## config.mk

```make
export PLATFORM = sky130hd
export DESIGN_NAME = counter_bank_flat
export DESIGN_NICKNAME = d
export VERILOG_FILES = /design/src/rtl/counter_bank_pkg.sv /design/src/rtl/counter_bank_if.sv /design/src/rtl/counter_bank_channel.sv /design/src/rtl/counter_bank.sv /design/src/flat_wrapper.sv
export SDC_FILE = /design/constraint.sdc
export NUM_CORES = 2
export LEC_CHECK = 0
export ABC_AREA = 1
export CAP_MARGIN = 25
export CORE_ASPECT_RATIO = 1.75
export CORE_MARGIN = 1.5
export CORE_UTILIZATION = 39
export DETAILED_ROUTE_END_ITERATION = 8
export GPL_ROUTABILITY_DRIVEN = 1
export PLACE_DENSITY = 0.63
export SETUP_SLACK_MARGIN = 0.15
export SYNTH_ARGS = -nofsm -noshare
export SYNTH_HDL_FRONTEND = slang
export SYNTH_SLANG_ARGS = --single-unit
```

## constraint.sdc

```tcl
create_clock -name clk -period 35.3 [get_ports clk]
set_input_delay 3.53 -clock clk [delete_from_list [all_inputs] [get_ports clk]]
set_output_delay 3.53 -clock clk [all_outputs]
set_load 0.05 [all_outputs]
```

## src/rtl/counter_bank_pkg.sv

```systemverilog
// Shared types and helpers for the counter_bank block.
// Optional feature macro: COUNTER_BANK_EDGE_EN (per-channel edge/level mode).
package counter_bank_pkg;

  typedef enum logic {
    ST_IDLE = 1'b0,
    ST_RUN  = 1'b1
  } state_t;

  localparam int unsigned DEFAULT_NUM_CHANNELS = 8;
  localparam int unsigned DEFAULT_RESOLUTION   = 32;
  localparam int unsigned DEFAULT_WORD_WIDTH   = 1;

  // Low bit of channel idx inside a bus packed at width bits per channel.
  function automatic int unsigned slice_lo(input int unsigned idx, input int unsigned width);
    return idx * width;
  endfunction

endpackage

```

## src/rtl/counter_bank_if.sv

```systemverilog
// Snapshot readout bus of counter_bank: packed counts, overflow flags and a
// valid/ready handshake. The bank is the master, the readout path the slave.
interface counter_bank_if
  import counter_bank_pkg::*;
#(
  parameter int unsigned NUM_CHANNELS = DEFAULT_NUM_CHANNELS,
  parameter int unsigned RESOLUTION   = DEFAULT_RESOLUTION
);

  logic [NUM_CHANNELS*RESOLUTION-1:0] counts_out;
  logic [NUM_CHANNELS-1:0]            overflow;
  logic                               out_valid;
  logic                               out_ready;

  modport master (
    output counts_out,
    output overflow,
    output out_valid,
    input  out_ready
  );

  modport slave (
    input  counts_out,
    input  overflow,
    input  out_valid,
    output out_ready
  );

endinterface

```

## src/rtl/counter_bank_channel.sv

```systemverilog
// One counter_bank channel: event detect, saturating counter and
// overflow-pending bit. count_next/pending_next already include this cycle's
// event so the top can snapshot them on a terminal cycle.
// With COUNTER_BANK_EDGE_EN defined, mode selects level (1) or edge (0)
// detection and a prev register is built; otherwise every channel is level.
module counter_bank_channel
  import counter_bank_pkg::*;
#(
  parameter int unsigned RESOLUTION = DEFAULT_RESOLUTION,
  parameter int unsigned WORD_WIDTH = DEFAULT_WORD_WIDTH
) (
  input  logic                  clk,
  input  logic                  reset,
  input  logic                  clear,
  input  logic                  run,
  input  logic                  mode,
  input  logic [WORD_WIDTH-1:0] signal,
  input  logic [RESOLUTION-1:0] counter_max,
  output logic [RESOLUTION-1:0] count_next,
  output logic                  pending_next
);

  logic [RESOLUTION-1:0] count_q;
  logic                  pending_q;
  logic                  event_hit;

`ifdef COUNTER_BANK_EDGE_EN
  logic [WORD_WIDTH-1:0] prev_q;

  // Previous signal word, tracked in every state so edges across IDLE->RUN are seen.
  // NOTE: sequential state uses non-blocking assignments so all flops update together at the edge.
  always_ff @(posedge clk or posedge reset) begin
    if (reset) prev_q <= '0;
    else       prev_q <= signal;
  end

  assign event_hit = (signal != '0) && (mode || (signal != prev_q));
`else
  logic unused_mode;
  assign unused_mode = mode;
  assign event_hit   = (signal != '0);
`endif

  // Saturating increment; an event at saturation marks the window as overflowed.
  always_comb begin
    // NOTE: defaults first so every path assigns every output and no latch is inferred.
    count_next   = count_q;
    pending_next = pending_q;
    if (run && event_hit) begin
      if (count_q < counter_max) count_next   = count_q + RESOLUTION'(1);
      else                       pending_next = 1'b1;
    end
  end

  // Counter and pending bit; clear wins so a new window starts from zero.
  always_ff @(posedge clk or posedge reset) begin
    if (reset) begin
      count_q   <= '0;
      pending_q <= 1'b0;
    end else if (clear) begin
      count_q   <= '0;
      pending_q <= 1'b0;
    end else begin
      count_q   <= count_next;
      pending_q <= pending_next;
    end
  end

endmodule

```

## src/rtl/counter_bank.sv

```systemverilog
// counter_bank top: run/idle FSM, window timer, snapshot register with
// valid/ready handshake, and NUM_CHANNELS counter_bank_channel instances.
// Optional feature macro: COUNTER_BANK_EDGE_EN (per-channel edge/level mode).
module counter_bank
  import counter_bank_pkg::*;
#(
  parameter int unsigned NUM_CHANNELS = DEFAULT_NUM_CHANNELS,
  parameter int unsigned RESOLUTION   = DEFAULT_RESOLUTION,
  parameter int unsigned WORD_WIDTH   = DEFAULT_WORD_WIDTH
) (
  input  logic                               clk,
  input  logic                               reset,
  input  logic                               enable,
  input  logic [RESOLUTION-1:0]              window_len,
  input  logic [RESOLUTION-1:0]              counter_max,
  input  logic [NUM_CHANNELS-1:0]            cumulative,
  input  logic [NUM_CHANNELS*WORD_WIDTH-1:0] signal,
  counter_bank_if.master                     bus,
  output logic                               lost,
  output logic                               busy
);

  state_t                             state_q, state_d;
  logic [RESOLUTION-1:0]              window_q;
  logic [RESOLUTION-1:0]              timer_q;
  logic                               terminal;
  logic                               snap_load;
  logic                               ch_clear;
  logic                               ch_run;
  logic [NUM_CHANNELS*RESOLUTION-1:0] count_next_all;
  logic [NUM_CHANNELS-1:0]            pending_next_all;

  // Window length 0 disables automatic window ends; only flushes snapshot then.
  assign terminal = (window_q != '0) && (timer_q == window_q - RESOLUTION'(1));
  assign busy     = (state_q == ST_RUN);

  // State register.
  always_ff @(posedge clk or posedge reset) begin
    if (reset) state_q <= ST_IDLE;
    else       state_q <= state_d;
  end

  // Next state and channel controls; a flush is a terminal cycle that counts nothing.
  always_comb begin
    state_d   = state_q;
    ch_run    = 1'b0;
    ch_clear  = 1'b0;
    snap_load = 1'b0;
    unique case (state_q)
      ST_IDLE: begin
        ch_clear = 1'b1;
        if (enable) state_d = ST_RUN;
      end
      ST_RUN: begin
        if (!enable) begin
          snap_load = 1'b1;
          ch_clear  = 1'b1;
          state_d   = ST_IDLE;
        end else begin
          ch_run = 1'b1;
          if (terminal) begin
            snap_load = 1'b1;
            ch_clear  = 1'b1;
          end
        end
      end
      default: state_d = ST_IDLE;
    endcase
  end

  // Window length latch and cycle timer; timer restarts right after each terminal cycle.
  always_ff @(posedge clk or posedge reset) begin
    if (reset) begin
      window_q <= '0;
      timer_q  <= '0;
    end else if (state_q == ST_IDLE) begin
      timer_q <= '0;
      if (enable) window_q <= window_len;
    end else if (ch_run) begin
      timer_q <= terminal ? '0 : timer_q + RESOLUTION'(1);
    end
  end

  // Snapshot register: load when the slot is free or being accepted, else drop and flag.
  always_ff @(posedge clk or posedge reset) begin
    if (reset) begin
      bus.counts_out <= '0;
      bus.overflow   <= '0;
      bus.out_valid  <= 1'b0;
      lost           <= 1'b0;
    end else if (snap_load) begin
      if (!bus.out_valid || bus.out_ready) begin
        bus.counts_out <= count_next_all;
        bus.overflow   <= pending_next_all;
        bus.out_valid  <= 1'b1;
      end else begin
        lost <= 1'b1;
      end
    end else if (bus.out_valid && bus.out_ready) begin
      bus.out_valid <= 1'b0;
    end
  end

  for (genvar c = 0; c < NUM_CHANNELS; c++) begin : g_ch
    counter_bank_channel #(
      .RESOLUTION (RESOLUTION),
      .WORD_WIDTH (WORD_WIDTH)
    ) u_ch (
      .clk          (clk),
      .reset        (reset),
      .clear        (ch_clear),
      .run          (ch_run),
      .mode         (cumulative[c]),
      .signal       (signal[slice_lo(c, WORD_WIDTH) +: WORD_WIDTH]),
      .counter_max  (counter_max),
      .count_next   (count_next_all[slice_lo(c, RESOLUTION) +: RESOLUTION]),
      .pending_next (pending_next_all[c])
    );
  end

endmodule

```

## src/flat_wrapper.sv

```systemverilog
// flat-port wrapper written by rule: the top's interface ports become plain ports
module counter_bank_flat import counter_bank_pkg::*;
#(
  parameter int unsigned NUM_CHANNELS = DEFAULT_NUM_CHANNELS,
  parameter int unsigned RESOLUTION   = DEFAULT_RESOLUTION,
  parameter int unsigned WORD_WIDTH   = DEFAULT_WORD_WIDTH
)
  (clk, reset, enable, window_len, counter_max, cumulative, signal, lost, busy, bus_counts_out, bus_overflow, bus_out_valid, bus_out_ready);
  counter_bank_if #(.NUM_CHANNELS(NUM_CHANNELS), .RESOLUTION(RESOLUTION)) bus_i ();
  input  logic clk;
  input  logic reset;
  input  logic enable;
  input  logic [RESOLUTION-1:0] window_len;
  input  logic [RESOLUTION-1:0] counter_max;
  input  logic [NUM_CHANNELS-1:0] cumulative;
  input  logic [NUM_CHANNELS*WORD_WIDTH-1:0] signal;
  output logic lost;
  output logic busy;
  output wire logic [$bits(bus_i.counts_out)-1:0] bus_counts_out;
  output wire logic [$bits(bus_i.overflow)-1:0] bus_overflow;
  output wire logic [$bits(bus_i.out_valid)-1:0] bus_out_valid;
  input wire logic [$bits(bus_i.out_ready)-1:0] bus_out_ready;
  assign bus_counts_out = bus_i.counts_out;
  assign bus_overflow = bus_i.overflow;
  assign bus_out_valid = bus_i.out_valid;
  assign bus_i.out_ready = bus_out_ready;
  counter_bank #(.NUM_CHANNELS(NUM_CHANNELS), .RESOLUTION(RESOLUTION), .WORD_WIDTH(WORD_WIDTH)) u_core (.clk(clk), .reset(reset), .enable(enable), .window_len(window_len), .counter_max(counter_max), .cumulative(cumulative), .signal(signal), .bus(bus_i), .lost(lost), .busy(busy));
endmodule
```

# == Word level (Yosys, flattened, before mapping) ==
# Index checks and enable logic that the tools add are counted.
# classes
bitwise,2
reduce_logical,18
n_mul,0
order_cmp,8
div,0
addsub,10
n_eq_ne,3
muxes,60
shifts,0
# op_table
op,count
32-bit 2-to-1 mux,27
32-bit by 1-bit adder with 32-bit output (second input constant),9
32-bit < comparator,8
32-bit == test,1
1-bit 2-to-1 mux,32
32-bit nonzero test,1
32-bit by 1-bit subtractor with 32-bit output (second input constant),1
1-bit logical AND,10
2-bit AND reduction,4
2-bit inequality test (second input constant),2
1-bit inverter,2
1-bit one-hot mux with 2 select lines,1
2-bit nonzero test,1
1-bit zero test,1
1-bit logical OR,1
# totals
input_bits,84
ramBits,0
mem_bits_ro,0
mem_count,0
register_bits,595
latchBits,0

# == Depth between registers and ports, before layout ==
# depth
ltp_word,8
ltp_mapped,20
mapped_depth_nobuf,18

# == Cells and area by module ==
# Synthesis repeated with hierarchy kept, for this count alone.
# unflattened
cells_unflattened,5955
area_unflattened_um2,40805.4
# modules_own_cells
mod,area_per_inst_um2,cells_per_inst,n_inst
counter_bank_channel,3168.0,519,8
counter_bank,15461.1,1803,1

# == Least setup slack after synthesis ==
# OpenSTA, ideal clock, no wires.
# synth_timing
path_type,input -> register
startpoint,input counter_max[19]
endpoint,register u_core.bus.counts_out[173]
path_slack_ns,29.623
arrival_time_ns,5.611
setup_ns,0.066
t_required_ns,35.234
cell_stages,13
path_cell_list,inv_1 > ha_1 > a21oi_1 > a31oi_1 > o21a_1 > nor2_1 > nand2_1 > nor2_2 > clkbuf_1 > nand3_1 > nand2_1 > nand4_1 > nand2_1
# synth_via
elab_chain_cells,3
# synth_rtl
element,line,source
from (decl),flat_wrapper.sv:14,input logic [RESOLUTION-1:0] counter_max;
32-bit < comparator,counter_bank_channel.sv:50,if (count_q < counter_max) count_next = count_q + RESOLUTION'(1);
32-bit 2-to-1 mux,counter_bank_channel.sv:50,
32-bit 2-to-1 mux,counter_bank_channel.sv:49,if (run && event_hit) begin
to (signal assigned),counter_bank.sv:93,bus.counts_out <= count_next_all;
to (decl),counter_bank_if.sv:16,"output counts_out,"
# Every way passes these cells.
# A chain may end at the register's enable or synchronous reset.

# == Worst setup path in the final report ==
# layout_timing
startpoint,input counter_max[31]
endpoint,register u_core.bus.counts_out[161]
# Same word-level chain as after synthesis.

==> results.md <==
* Worst skew pair latency at just under 0.7 ns
* Hold Startpoint: u_core.bus.counts_out[151]$_DFFE_PP0P_
* Initial Utilization at 39.3%
* Final ANT Viol Nets at 0
* Synth Area in Simple Gates at about a third
* WL met1 at approximately 52000 um
* TritonRoute pass-1 iters at 6
* Die width at approximately 240 um
* Worst R2R Start: u_core.window_q[0]$_DFFE_PP0P_
* Max Used Layer: met5
* Synth area leader: dfrtp_1
* Count leader, synth: nand2_1
* Slew headroom at between 20% and 30%
* Setup tns final at 0 ns
* Gate Count Post-Synth at around 5300
* RSZ-0062 raised after global routing: false
* Minimum clock period at 6.85 ns
* Clock power share at 45.7%
* Vias at 37100
* Worst-case reg-to-reg path depth at 17
* Reg-to-reg critical path endpoint: u_core.bus.counts_out[103]$_DFFE_PP0P_
* P_int at 1.11 mW
* Maximum VDD drop at ~38 uV
* Global-route wire length before repair at 204000 um
* Flop pwr share at between 40% and 50%
* Syn avg cell area at ~7.2 um2
* Async set-or-reset flop fraction in the synthesized netlist at between 90% and 100%
* Area contributors post-synth: dfrtp_1, nand2_1, ha_1
* Post-CTS Hold Fix Bufs at 0
* CP max FO at 28
* Worst hold stages at 2
* GR Overflow Total at 0
* Post-CTS Setup Inserts at 0
* Synth warnings at 0
* Sequential cell area at 14900 um2
* Die height at 417 um
* Gp weighted congestion at ~0.9
* CTS H-tree lvls at 2
* Register area share after synthesis at roughly 39%
* Buf/Inv on CP at 4
* Most used cell, CP: nand2_1
* Slowest CP cell: nor4_1
* Met2 routed WL at between 60000 and 70000 um
* Placeable Area at just under 100000 um2
* Max stage delay on crit path at 0.47 ns
* Largest net degree at the start of global routing at 168
* Via density at between 5 and 6
* Post-CTS Resized at 0
* CTS tree: built
* Critical path class: in -> reg
* Floorplan row count at 151
* Initial antenna violation count at 3
* CP endpoint kind: register
* Vias in the first global route at roughly 35000
* Arrival time worst endpoint at ~7.5 ns
* Dpl hpwl at about 93000 um
* Post-Place Cell Area at 42800 um2
* Cell breakdown of the critical path: clkdlybuf4s50_1 > inv_1 > buf_4 > ha_1 > nand2_1 > nor4_1 > nor3b_1 > nand2_1 > nand2_1 > nor2_2 > buf_4 > o21ai_0 > nand4_1 > nand2_1
* Syn nets at around 5600
* Post-Synth XOR/XNOR Area at under 10%
* Post-synth EDFFs at 0
* Longest Clk Path Bufs at 3
* Critical Path Source Type: input pin
* Synthesis-to-layout area growth at 18.1%
* Synthesized area at around 38000 um2
* Delay-heaviest family, CP: simple AND/OR/NAND/NOR gates
* Fin crit share at 19.4%
* Worst slew pin tran at between 1 and 1.5 ns
* Tot Pwr at 1.53 mW
* Fin area at roughly 45000 um2
* Synth top area share at about two fifths
* Net Sw Power at around 420 uW
* Switching share of power at 27.4%
* Comb power frac at 8.8%
* Ys flop type: dfrtp_1
* Die ar. at between 90000 and 100000 um2
* CTS Root Cell: clkbuf_16
* P_leak at about 22 nW
* P per Cell Area at ~34 nW/um2
* Routed WL per cell at approximately 19 um
* # fillers at slightly below 10000
* Initial DRC Count at 2639
* Sinks on Clock Net at 595
* GRT Util Overall at about a quarter
* TritonCTS Buffers at 60
* Post-route DRC at 0
* Worst hold path class: reg -> reg
* Post-synthesis cell type count at 40
* Hold Vio Cnt, Final at 0
* Final clock skew at 0.0458 ns
* Slew Viols, Final at 0
* Fmax achieved at around 0.15 GHz
* Synth top cells by count: nand2_1, dfrtp_1, inv_1, nand4_1, a21oi_1
* Max Cap Viol at 0
* ANT cells at 0
* Multi-input logic area at slightly above 20000 um2
* Reg-to-reg slack, setup at around 30 ns
* Layout Nets at 5874
* Final setup viols at 0
* Met3 WL post-DR at 8800 um
* Status: complete, no violations
* Layout cells sized above 1 at under 10%
* Post-route core utilization at between 40% and 50%
* Largest family of logic cells by synthesized area: simple AND/OR/NAND/NOR gates
* Synth Area in Adders at between 8 and 9%
* Synthesized flop and latch total at ~600
* Compound-gate portion of the synthesized area at between 7 and 8%
* # IOs at between 300 and 400
* WL final at 132000 um
* CP required at ~36 ns
* Mux contribution to synthesized area at less than 1%
* I/O Buffers at 342
* Clock Pin Slew Worst Setup and Hold Paths at approximately 0.06 ns
* Hold Crit Endpoint: u_core.bus.counts_out[151]$_DFFE_PP0P_
[layout by cell type (no fill, tap or decap), drive strengths merged, types with 26 or more instances in the layout]
cell / count
nor3: 94
xor2: 44
nor4: 26
ha: 258
nand3: 287
o21ai: 122
nor2: 386
nand4: 446
nand3b: 46
a21oi: 391
clkbuf: 74
nand2: 1744
inv: 512
clkdlybuf4s50: 342
dfrtp: 595
buf: 73
[per-stage QoR]
step | instances | hold slack, ns | setup WS [ns]
after floorplan | 5285 | 0.513 | 15.12
after global placement | 6765 | 0.454 | 27.32
after detailed placement | 6768 | 0.457 | 27.81
after CTS | 6880 | 0.474 | 28.49
after global routing | 6882 | 0.487 | 28.18
final | 6882 | 0.467 | 28.45
[flip-flops by register name, indices dropped and copies added, names as in the netlist]
signal	flops
u_core.bus.counts_out	256
u_core.bus.out_valid	1
u_core.bus.overflow	8
u_core.busy	1
u_core.g_ch.u_ch.count_q	256
u_core.g_ch.u_ch.pending_q	8
u_core.lost	1
u_core.timer_q	32
u_core.window_q	32
[worst max-delay path by stage]
stage	cells after the start	slack [ns]	start	to
global route	18	28.18	counter_max[13]	u_core.bus.counts_out[253]$_DFFE_PP0P_
floorplan	1	15.12	reset	u_core.bus.counts_out[0]$_DFFE_PP0P_
CTS	14	28.49	counter_max[31]	u_core.bus.counts_out[161]$_DFFE_PP0P_
detailed placement	14	27.81	counter_max[31]	u_core.bus.counts_out[161]$_DFFE_PP0P_
finish	14	28.45	counter_max[31]	u_core.bus.counts_out[161]$_DFFE_PP0P_
global placement	14	27.32	counter_max[31]	u_core.bus.counts_out[161]$_DFFE_PP0P_
[final cells by class]
type / count / area share (%)
multi-input cells: 3954 / 45.3
flip-flops and latches: 595 / 33.1
repair buffers: 415 / 9.08
inverters: 506 / 4.24
clock buffers: 74 / 3.68
well taps: 1300 / 3.61
clock inverters: 38 / 0.993
[power by group through the flow]
stage	combinational, mW	sequential [mW]	clock (mW)
after floorplan	0.0775	0.712	0
after global placement	0.132	0.709	0
after detailed placement	0.134	0.709	0
after CTS	0.135	0.696	0.714
after global routing	0.147	0.697	0.737
final	0.134	0.696	0.699
[layer usage]
layer | vias to the layer above | GRT usage (%)
li1 | 18100 | -
met1 | 17500 | 31.7
met2 | 1106 | 43.8
met3 | 326 | 5.01
met4 | 6 | 14.2
met5 | - | 0
[logic make-up (layout without fill, tap and decap cells)]
| kind of cell | count (synthesis) | after routing |
|---|---|---|
| compound gates | 575 | 575 |
| xor+xnor | 65 | 65 |
| fa+ha+maj | 258 | 258 |
| buf+inv | 736 | 1033 |
| flops | 595 | 595 |
| mux | 15 | 15 |
| simple gates | 3041 | 3041 |
[tightest hold or removal path: stages, from the launching register on]
cell	delay [ns]
dfrtp_1	0.34
nand2_1	0.05
nand2_1	0.04
Note: power is estimated with default switching activity, not from simulation.
